[src/rtl/mem_stage_pkg.sv]
// Shared types and sizing helpers for the memory-stage controller.
package mem_stage_pkg;

  typedef enum logic {
    IDLE   = 1'b0,
    ACCESS = 1'b1
  } state_t;

  localparam int REGI_SIZE_DEF = 16;
  localparam int ELEM_SIZE_DEF = 8;
  // A scalar access moves one register split into memory-word beats.
  localparam int SCALAR_BEATS  = REGI_SIZE_DEF / ELEM_SIZE_DEF;

  function automatic int addr_bits(input int lines);
    return (lines > 1) ? $clog2(lines) : 1;
  endfunction

endpackage

[src/rtl/mem_stage_ctrl_if.sv]
// Element-wide data-memory port: one beat per req/ack handshake, rdata valid with ack.
interface mem_stage_ctrl_if
  import mem_stage_pkg::*;
#(
  parameter int ELEM_SIZE = ELEM_SIZE_DEF,
  parameter int ADDR_BITS = addr_bits(64)
);
  logic                 mem_req_o;
  logic                 mem_we_o;
  logic [ADDR_BITS-1:0] mem_addr_o;
  logic [ELEM_SIZE-1:0] mem_wdata_o;
  logic [ELEM_SIZE-1:0] mem_rdata_i;
  logic                 mem_ack_i;

  modport master (
    output mem_req_o, mem_we_o, mem_addr_o, mem_wdata_o,
    input  mem_rdata_i, mem_ack_i
  );

  modport slave (
    input  mem_req_o, mem_we_o, mem_addr_o, mem_wdata_o,
    output mem_rdata_i, mem_ack_i
  );
endinterface

[src/rtl/mem_stage_ctrl.sv]
// MEM stage: 1-cycle pass-through, or element-beat load/store with upstream stall until done.
// Optional ack watchdog with err_o pulse under MEM_TIMEOUT_EN.
module mem_stage_ctrl
  import mem_stage_pkg::*;
#(
  parameter int REGI_SIZE  = REGI_SIZE_DEF,
  parameter int ELEM_SIZE  = ELEM_SIZE_DEF,
  parameter int VECT_SIZE  = 8,
  parameter int MEMO_LINES = 64,
  parameter int ADDR_BITS  = addr_bits(MEMO_LINES)
`ifdef MEM_TIMEOUT_EN
  ,
  parameter int TIMEOUT_CYCLES = 16
`endif
) (
  input  logic                           clk_i,
  input  logic                           rst_i,
  input  logic [REGI_SIZE-1:0]           ialu_res_i,
  input  logic [REGI_SIZE-1:0]           iswa_res_i,
  input  logic [ELEM_SIZE*VECT_SIZE-1:0] valu_res_i,
  input  logic [ELEM_SIZE*VECT_SIZE-1:0] vswa_res_i,
  input  logic                           enableMem_i,
  input  logic                           enableReg_i,
  input  logic                           enableJump_i,
  input  logic                           flagMemRead_i,
  input  logic                           flagMemWrite_i,
  input  logic                           vecOp_i,
  mem_stage_ctrl_if.master               mem,
  output logic                           stall_o,
  output logic                           wb_valid_o,
  output logic [REGI_SIZE-1:0]           wb_ireg_o,
  output logic [ELEM_SIZE*VECT_SIZE-1:0] wb_vreg_o,
  output logic                           enableReg_o,
  output logic                           enableJump_o,
  output logic                           err_o
);

  localparam int VW       = ELEM_SIZE * VECT_SIZE;
  localparam int BB       = $clog2(VECT_SIZE + 1);
  localparam int N_SCALAR = SCALAR_BEATS;

  state_t               state_q, state_d;
  logic [BB-1:0]        beat_q, beat_d;
  logic                 we_q, we_d, vec_q, vec_d;
  logic                 en_reg_q, en_reg_d, en_jump_q, en_jump_d;
  logic [REGI_SIZE-1:0] ialu_q, ialu_d;
  logic [VW-1:0]        valu_q, valu_d, sdata_q, sdata_d, ldata_q, ldata_d;
  logic                 wb_valid_q, wb_valid_d;
  logic [REGI_SIZE-1:0] wb_ireg_q, wb_ireg_d;
  logic [VW-1:0]        wb_vreg_q, wb_vreg_d;
  logic                 wb_en_reg_q, wb_en_reg_d, wb_en_jump_q, wb_en_jump_d;
  logic                 start, in_access, last_beat;
  logic [BB-1:0]        final_beat;
  logic [ADDR_BITS-1:0] addr_cur;
  logic [ELEM_SIZE-1:0] elem_cur;

`ifdef MEM_TIMEOUT_EN
  localparam int CW = $clog2(TIMEOUT_CYCLES + 1);
  logic [CW-1:0] cnt_q, cnt_d;
  logic          err_q, err_d;
  assign err_o = err_q;
`else
  assign err_o = 1'b0;
`endif

  assign start      = (state_q == IDLE) & enableMem_i & (flagMemRead_i | flagMemWrite_i);
  assign in_access  = (state_q == ACCESS);
  assign stall_o    = start | in_access;
  assign final_beat = vec_q ? BB'(VECT_SIZE - 1) : BB'(N_SCALAR - 1);
  assign last_beat  = (beat_q == final_beat);

  // Word address wraps around the end of memory; beat 0 carries the low element.
  always_comb begin
    int sum;
    sum = int'(ialu_q[ADDR_BITS-1:0]) + int'(beat_q);
    if (sum >= MEMO_LINES) sum = sum - MEMO_LINES;
    addr_cur = ADDR_BITS'(sum);
    elem_cur = '0;
    for (int i = 0; i < VECT_SIZE; i++) begin
      if (beat_q == BB'(i)) elem_cur = sdata_q[i*ELEM_SIZE +: ELEM_SIZE];
    end
  end

  assign mem.mem_req_o   = in_access;
  assign mem.mem_we_o    = in_access & we_q;
  assign mem.mem_addr_o  = in_access ? addr_cur : '0;
  assign mem.mem_wdata_o = in_access ? elem_cur : '0;

  assign wb_valid_o   = wb_valid_q;
  assign wb_ireg_o    = wb_ireg_q;
  assign wb_vreg_o    = wb_vreg_q;
  assign enableReg_o  = wb_en_reg_q;
  assign enableJump_o = wb_en_jump_q;

  always_comb begin
    state_d      = state_q;
    beat_d       = beat_q;
    we_d         = we_q;
    vec_d        = vec_q;
    en_reg_d     = en_reg_q;
    en_jump_d    = en_jump_q;
    ialu_d       = ialu_q;
    valu_d       = valu_q;
    sdata_d      = sdata_q;
    ldata_d      = ldata_q;
    wb_valid_d   = 1'b0;
    wb_ireg_d    = wb_ireg_q;
    wb_vreg_d    = wb_vreg_q;
    wb_en_reg_d  = 1'b0;
    wb_en_jump_d = 1'b0;
`ifdef MEM_TIMEOUT_EN
    cnt_d        = cnt_q;
    err_d        = 1'b0;
`endif
    case (state_q)
      IDLE: begin
        if (start) begin
          state_d   = ACCESS;
          beat_d    = '0;
          we_d      = flagMemWrite_i;
          vec_d     = vecOp_i;
          en_reg_d  = enableReg_i;
          en_jump_d = enableJump_i;
          ialu_d    = ialu_res_i;
          valu_d    = valu_res_i;
          sdata_d   = '0;
          if (vecOp_i) sdata_d = vswa_res_i;
          else         sdata_d[REGI_SIZE-1:0] = iswa_res_i;
          ldata_d   = '0;
`ifdef MEM_TIMEOUT_EN
          cnt_d     = '0;
`endif
        end else begin
          wb_ireg_d    = ialu_res_i;
          wb_vreg_d    = valu_res_i;
          wb_en_reg_d  = enableReg_i;
          wb_en_jump_d = enableJump_i;
          wb_valid_d   = enableReg_i | enableJump_i;
        end
      end
      ACCESS: begin
        if (mem.mem_ack_i) begin
          if (!we_q) begin
            for (int i = 0; i < VECT_SIZE; i++) begin
              if (beat_q == BB'(i)) ldata_d[i*ELEM_SIZE +: ELEM_SIZE] = mem.mem_rdata_i;
            end
          end
          beat_d = beat_q + 1'b1;
`ifdef MEM_TIMEOUT_EN
          cnt_d  = '0;
`endif
          if (last_beat) begin
            state_d      = IDLE;
            wb_valid_d   = en_reg_q;
            wb_en_reg_d  = en_reg_q;
            wb_en_jump_d = en_jump_q;
            wb_ireg_d    = ialu_q;
            wb_vreg_d    = valu_q;
            // Loaded data replaces only the register file the access targets.
            if (!we_q && vec_q)  wb_vreg_d = ldata_d;
            if (!we_q && !vec_q) wb_ireg_d = ldata_d[REGI_SIZE-1:0];
          end
        end
`ifdef MEM_TIMEOUT_EN
        else if (cnt_q == CW'(TIMEOUT_CYCLES - 1)) begin
          state_d = IDLE;
          err_d   = 1'b1;
        end else begin
          cnt_d = cnt_q + 1'b1;
        end
`endif
      end
      default: state_d = IDLE;
    endcase
  end

  always_ff @(posedge clk_i or posedge rst_i) begin
    if (rst_i) begin
      state_q      <= IDLE;
      beat_q       <= '0;
      we_q         <= 1'b0;
      vec_q        <= 1'b0;
      en_reg_q     <= 1'b0;
      en_jump_q    <= 1'b0;
      ialu_q       <= '0;
      valu_q       <= '0;
      sdata_q      <= '0;
      ldata_q      <= '0;
      wb_valid_q   <= 1'b0;
      wb_ireg_q    <= '0;
      wb_vreg_q    <= '0;
      wb_en_reg_q  <= 1'b0;
      wb_en_jump_q <= 1'b0;
`ifdef MEM_TIMEOUT_EN
      cnt_q        <= '0;
      err_q        <= 1'b0;
`endif
    end else begin
      state_q      <= state_d;
      beat_q       <= beat_d;
      we_q         <= we_d;
      vec_q        <= vec_d;
      en_reg_q     <= en_reg_d;
      en_jump_q    <= en_jump_d;
      ialu_q       <= ialu_d;
      valu_q       <= valu_d;
      sdata_q      <= sdata_d;
      ldata_q      <= ldata_d;
      wb_valid_q   <= wb_valid_d;
      wb_ireg_q    <= wb_ireg_d;
      wb_vreg_q    <= wb_vreg_d;
      wb_en_reg_q  <= wb_en_reg_d;
      wb_en_jump_q <= wb_en_jump_d;
`ifdef MEM_TIMEOUT_EN
      cnt_q        <= cnt_d;
      err_q        <= err_d;
`endif
    end
  end

endmodule

[src/flat_wrapper.sv]
// flat-port wrapper written by rule: the top's interface ports become plain ports
module mem_stage_ctrl_flat import mem_stage_pkg::*;
#(
  parameter int REGI_SIZE  = REGI_SIZE_DEF,
  parameter int ELEM_SIZE  = ELEM_SIZE_DEF,
  parameter int VECT_SIZE  = 8,
  parameter int MEMO_LINES = 64,
  parameter int ADDR_BITS  = addr_bits(MEMO_LINES)

)
  (clk_i, rst_i, ialu_res_i, iswa_res_i, valu_res_i, vswa_res_i, enableMem_i, enableReg_i, enableJump_i, flagMemRead_i, flagMemWrite_i, vecOp_i, stall_o, wb_valid_o, wb_ireg_o, wb_vreg_o, enableReg_o, enableJump_o, err_o, mem_mem_req_o, mem_mem_we_o, mem_mem_addr_o, mem_mem_wdata_o, mem_mem_rdata_i, mem_mem_ack_i);
  mem_stage_ctrl_if #(.ELEM_SIZE(ELEM_SIZE), .ADDR_BITS(ADDR_BITS)) mem_i ();
  input  logic clk_i;
  input  logic rst_i;
  input  logic [REGI_SIZE-1:0] ialu_res_i;
  input  logic [REGI_SIZE-1:0] iswa_res_i;
  input  logic [ELEM_SIZE*VECT_SIZE-1:0] valu_res_i;
  input  logic [ELEM_SIZE*VECT_SIZE-1:0] vswa_res_i;
  input  logic enableMem_i;
  input  logic enableReg_i;
  input  logic enableJump_i;
  input  logic flagMemRead_i;
  input  logic flagMemWrite_i;
  input  logic vecOp_i;
  output logic stall_o;
  output logic wb_valid_o;
  output logic [REGI_SIZE-1:0] wb_ireg_o;
  output logic [ELEM_SIZE*VECT_SIZE-1:0] wb_vreg_o;
  output logic enableReg_o;
  output logic enableJump_o;
  output logic err_o;
  output wire logic [$bits(mem_i.mem_req_o)-1:0] mem_mem_req_o;
  output wire logic [$bits(mem_i.mem_we_o)-1:0] mem_mem_we_o;
  output wire logic [$bits(mem_i.mem_addr_o)-1:0] mem_mem_addr_o;
  output wire logic [$bits(mem_i.mem_wdata_o)-1:0] mem_mem_wdata_o;
  input wire logic [$bits(mem_i.mem_rdata_i)-1:0] mem_mem_rdata_i;
  input wire logic [$bits(mem_i.mem_ack_i)-1:0] mem_mem_ack_i;
  assign mem_mem_req_o = mem_i.mem_req_o;
  assign mem_mem_we_o = mem_i.mem_we_o;
  assign mem_mem_addr_o = mem_i.mem_addr_o;
  assign mem_mem_wdata_o = mem_i.mem_wdata_o;
  assign mem_i.mem_rdata_i = mem_mem_rdata_i;
  assign mem_i.mem_ack_i = mem_mem_ack_i;
  mem_stage_ctrl #(.REGI_SIZE(REGI_SIZE), .ELEM_SIZE(ELEM_SIZE), .VECT_SIZE(VECT_SIZE), .MEMO_LINES(MEMO_LINES), .ADDR_BITS(ADDR_BITS)) u_core (.clk_i(clk_i), .rst_i(rst_i), .ialu_res_i(ialu_res_i), .iswa_res_i(iswa_res_i), .valu_res_i(valu_res_i), .vswa_res_i(vswa_res_i), .enableMem_i(enableMem_i), .enableReg_i(enableReg_i), .enableJump_i(enableJump_i), .flagMemRead_i(flagMemRead_i), .flagMemWrite_i(flagMemWrite_i), .vecOp_i(vecOp_i), .mem(mem_i), .stall_o(stall_o), .wb_valid_o(wb_valid_o), .wb_ireg_o(wb_ireg_o), .wb_vreg_o(wb_vreg_o), .enableReg_o(enableReg_o), .enableJump_o(enableJump_o), .err_o(err_o));
endmodule
[config.mk]
export PLATFORM = sky130hd
export DESIGN_NAME = mem_stage_ctrl_flat
export DESIGN_NICKNAME = d
export VERILOG_FILES = /design/src/rtl/mem_stage_pkg.sv /design/src/rtl/mem_stage_ctrl_if.sv /design/src/rtl/mem_stage_ctrl.sv /design/src/flat_wrapper.sv
export SDC_FILE = /design/constraint.sdc
export NUM_CORES = 1
export LEC_CHECK = 0
export ABC_AREA = 0
export BUFFER_PORTS_ARGS = -buffer_cell sky130_fd_sc_hd__buf_2
export CAP_MARGIN = 20
export CELL_PAD_IN_SITES_DETAIL_PLACEMENT = 1
export CELL_PAD_IN_SITES_GLOBAL_PLACEMENT = 2
export CORE_MARGIN = 2
export CORE_UTILIZATION = 35
export CTS_BUF_LIST = sky130_fd_sc_hd__clkbuf_8 sky130_fd_sc_hd__clkbuf_16
export CTS_CLUSTER_DIAMETER = 200
export DETAILED_ROUTE_END_ITERATION = 10
export PLACE_DENSITY = 0.8
export SLEW_MARGIN = 20
export SYNTH_ARGS = -nofsm -noshare
export SYNTH_HDL_FRONTEND = slang
export SYNTH_SLANG_ARGS = --single-unit
[constraint.sdc]
create_clock -name clk_i -period 16.3 [get_ports clk_i]
set_input_delay 4.89 -clock clk_i [delete_from_list [all_inputs] [get_ports clk_i]]
set_output_delay 4.89 -clock clk_i [all_outputs]
set_load 0.02 [all_outputs]
======== After elaboration in Yosys (flattened, before gate mapping) ========
Cells that the tools add are included.
storage, ports and cells
  register bits ........................... 300
  bits of input ports ..................... 177
  output and inout port bits .............. 101
  logic and storage cells ................. 99
operators by class
  add/subtract/negate cells ............... 3
  $lt $le $gt $ge ......................... 1
  equal/unequal tests ..................... 12
  muxes and demuxes ....................... 53
  bitwise gates (word level) .............. 7
  reduce and logical (&&, ||, !) cells .... 8
operators by type and width
  cell                 count
  $mux 64              7
  $pmux 64 s2          2
  $mux 8               17
  $mux 16              5
  $mux 48              1
  $pmux 16 s2          1
  $eq 4x3->1 const B   4
  $mux 6               2
  $mux 1               10
  $eq 4x2->1 const B   2
  $mux 4               2
  $pmux 1 s2           4
  $pmux 4 s2           1
  $add 6x4->7          1
  $ge 7x7->1 const B   1
  $ne 2x2->1 const B   3
  $sub 6x1->6 const B  1
  $add 4x1->4 const B  1
  $eq 4x1->1 const B   1
  $eq 4x4->1           1
  $logic_not 4->1      1
  $reduce_and 2->1     2
  $and 1x1->1          3
  $mux 3               1
  6 further kinds      10

======== Logic depth before layout (Yosys ltp) ========
  depth in word-level cells ............... 10
  mapped depth ............................ 8
  depth with buffers taken out ............ 7

======== Worst setup path after synthesis ========
OpenSTA, ideal clock, no wires.
  path type ............................... input -> output
  start point ............................. in flagMemWrite_i
  end point ............................... out stall_o
  arrival ................................. 5.625 ns
  data required time ...................... 11.410 ns
  slack ................................... 5.785 ns
  cell stages on the path ................. 3
  path buffers ............................ 0
  path through ............................ o21ai_0 -> and2_0 -> inv_1
between the ends
  word-level cells in the longest chain between the ends .. 3
RTL lines
  element      RTL line              source
  from (decl)  flat_wrapper.sv:23    input logic flagMemWrite_i;
  $or 1x1->1   mem_stage_ctrl.sv:66  assign start = (state_q == IDLE) & enableMem_i & (flagMemRead_i | flagMemWrite_i);
  $and 1x1->1  mem_stage_ctrl.sv:66
  $or 1x1->1   mem_stage_ctrl.sv:68  assign stall_o = start | in_access;
  to (decl)    flat_wrapper.sv:25    output logic stall_o;
No other way between the ends.

======== Final worst setup path ========
Same ends and word-level chain as after synthesis.

==> impl_metrics.toml <==
[grt]
grt_antenna_before_repair = 7
grt_max_degree = 100
globalRoute.totalOverflow = 0
grt_use_total_pct = 21.5
grt_pass1_wl_um = 72900
grt_pass1_vias = 12500

[yosys]
async_flop_share_pct = 100
avgSynthCellArea_um2 = 10.2
ys_ff_latch = 300
ys_types = 49
ys_seq_area_share_pct = 52.0
syn_nets = 1600
syn_area_um2 = 14400
synth_top_area_cell = "dfrtp_1"
synth_top_area_share_pct = 52.0
ys.flop_type = "dfrtp_1"
synth_edf_count = 0
yosys_warnings = 0
synth_cells = 1414
synth_common_cells = "dfrtp_1 (300), nand2_1 (232), o21ai_0 (103)"
synthTopCellsByArea = "dfrtp_1 (52%), mux2i_1 (6.0%), nand2_1 (6.0%)"
synthMostInstantiatedCell = "dfrtp_1"

[floorplanning]
dieHeight_um = 207
start_util_pct = 35.4
rows = 74
io_pins = 278
core_area_um2 = 40700
die_x_um = 207
die_area_um2 = 42900

[clocking]
cts_buffers = 37
hold_buffers = 0
clk_latency_ns = 0.55
clkSlewWorstSetupHoldPaths_ns = 0.05
cts_tree = "done"
h-tree-depth = 2
cts_root_buf = "clkbuf_16"
post-cts-setup-buffers = 0
cts-resized-gates = 0
clockBufferDepth = 3
cts_sinks = 300

[sta]
fin_crit_sh_pct = 67.4
setup_violations = 0
drv_slew = 0
hold_viol = 0
fmax_mhz = 91.0
relSlewSlack_pct = 31.2
min_period_ns = 10.99
skew_ns = 0.0188
rsz0062_at_grt = "no"
tightest_slew_ns = 1.03
final.setup.tns_ns = 0

[setup_path]
cp.buffers_inverters = 3
cpPeakStageDelay_ns = 0.49
startpoint_type = "primary input"
timing.critical_path.cells = "buf_2, o21ai_0, and2_0, inv_1, buf_2"
path_class = "primary input to output pin"
slowest_stage = "o21ai_0"
cpMostUsedCell = "buf_2"
cp.required_ns = 11.41
cp_max_fo = 5
critPathArrivalTime_ns = 6.10
end_kind = "output pin"
crit_family = "compound AO/OA/AOI/OAI gates"

[route]
postRouteAntennaNets = 0
drt_first_pass_iters = 4
drcViolationCount = 0
first_iter_violations = 625
wl_per_cell_um = 21.1
num_vias = 11700
vias_per_cell = 5.35
wirelength_um = 46200

[placed_design]
portBuffers = 276
hpwlAfterDp_um = 29700
gp_congestion = 0.755
place_area_um2 = 16100

[flow_run]
cap_violations = 0

[layout]
fin_util_pct = 42.7
final_cell_area_um2 = 17400
drive_gt1_share_pct = 27.2
nFillCells = 4618
syn_to_final_growth_pct = 20.5
nets = 1819

[status]
status = "finished, final reports clean"

[power_and_ir_drop]
power.total_mw = 3.83
ir_drop_v = 0.000116
leakage_nw = 8.24
power_density_nw_per_um2 = 220

[hold_path]
hold_path_class = "flip-flop to flip-flop"
registers in the layout, summed over array words and instances, names as in the netlist, 4 cells and up:
signal / count
u_core.valu_q: 64
u_core.beat_q: 4
u_core.ldata_q: 64
u_core.wb_ireg_o: 16
u_core.wb_vreg_o: 64
u_core.sdata_q: 64
u_core.ialu_q: 16
logic make-up (layout without fill, tap and decap cells):
logic type	count (synthesis)	after routing	share of synthesized area, %
XOR/XNOR	3	3	0.182
other	1	4	0.0260
adder cells (fa/ha/maj)	9	9	0.832
flip-flops	300	300	52.0
AO/OA/AOI/OAI	322	322	15.5
AND/OR/NAND/NOR	415	415	12.7
buffers and inverters	197	442	5.92
multiplexers	167	167	12.8
power by group:
group | switching (mW) | internal [mW] | leakage [nW]
combinational | 1.04 | 0.705 | 3.82
clock | 0.330 | 0.493 | 0.639
sequential | 0.195 | 1.07 | 3.79
per-layer routing:
metal	track usage, %	routed length [um]	vias to the layer above
li1	-	-	5384
met1	28.8	21000	6008
met2	34.9	21600	272
met3	5.17	2500	70
met4	5.49	999	8
met5	0	56	-
placed cells by master, fill, tap and decap left out, types with 9 or more instances in the layout:
master	count
nand3_1	60
o21ai_1	10
inv_1	88
a221oi_1	73
buf_4	19
clkbuf_16	39
nor2_1	70
nor2b_1	13
a22o_1	65
buf_2	276
a21oi_1	34
mux2i_1	87
nand2_1	232
o22ai_1	16
clkbuf_8	10
nor3b_1	9
mux2_2	59
mux2_4	19
dfrtp_1	299
o21ai_0	103
worst register-to-register path, cell delays in order, from the launching register on:
cell and delay, ns:
dfrtp_1 0.47, inv_1 0.17, ha_1 0.76, nor4bb_4 0.92, mux2i_1 0.35, a221oi_1 0.11
mux2_2 0.31
final cells by class:
class                      instances  area (um^2)  area share [%]
inverter                          81          312            1.79
tap                              532          666            3.83
multi-input combinational        917         6140            35.3
timing repair buffer             296         1540            8.88
antenna                            3         7.51          0.0432
clock inverter                    16          101           0.583
clock buffer                      49         1110            6.40
sequential                       300         7510            43.2
through the flow:
| step | hold WS, ns | setup WS [ns] | cells |
|---|---|---|---|
| 5_1_grt | 0.488 | 5.17 | 2192 |
| 3_3_place_gp | 0.442 | 5.33 | 2125 |
| 6_report | 0.459 | 5.31 | 2194 |
| 2_1_floorplan | 0.430 | 3.12 | 1414 |
| 4_1_cts | 0.460 | 5.28 | 2190 |
| 3_5_place_dp | 0.448 | 5.31 | 2125 |
worst paths after layout:
kind,startpoint,to,slack [ns],cells past startpoint
worst max-delay path,flagMemWrite_i,stall_o,5.31,5
worst min-delay path,u_core.sdata_q[23],u_core.sdata_q[23],0.46,2
worst max register to register,u_core.beat_q[1],u_core.wb_vreg_o[37],13.10,6
worst min register to register,u_core.sdata_q[23],u_core.sdata_q[23],0.46,2
max in group asynchronous,rst_i,u_core.mem.mem_req_o,10.31,3
min in group asynchronous,rst_i,u_core.wb_vreg_o[51],4.47,2
Note: power is estimated with default switching activity, not from simulation.
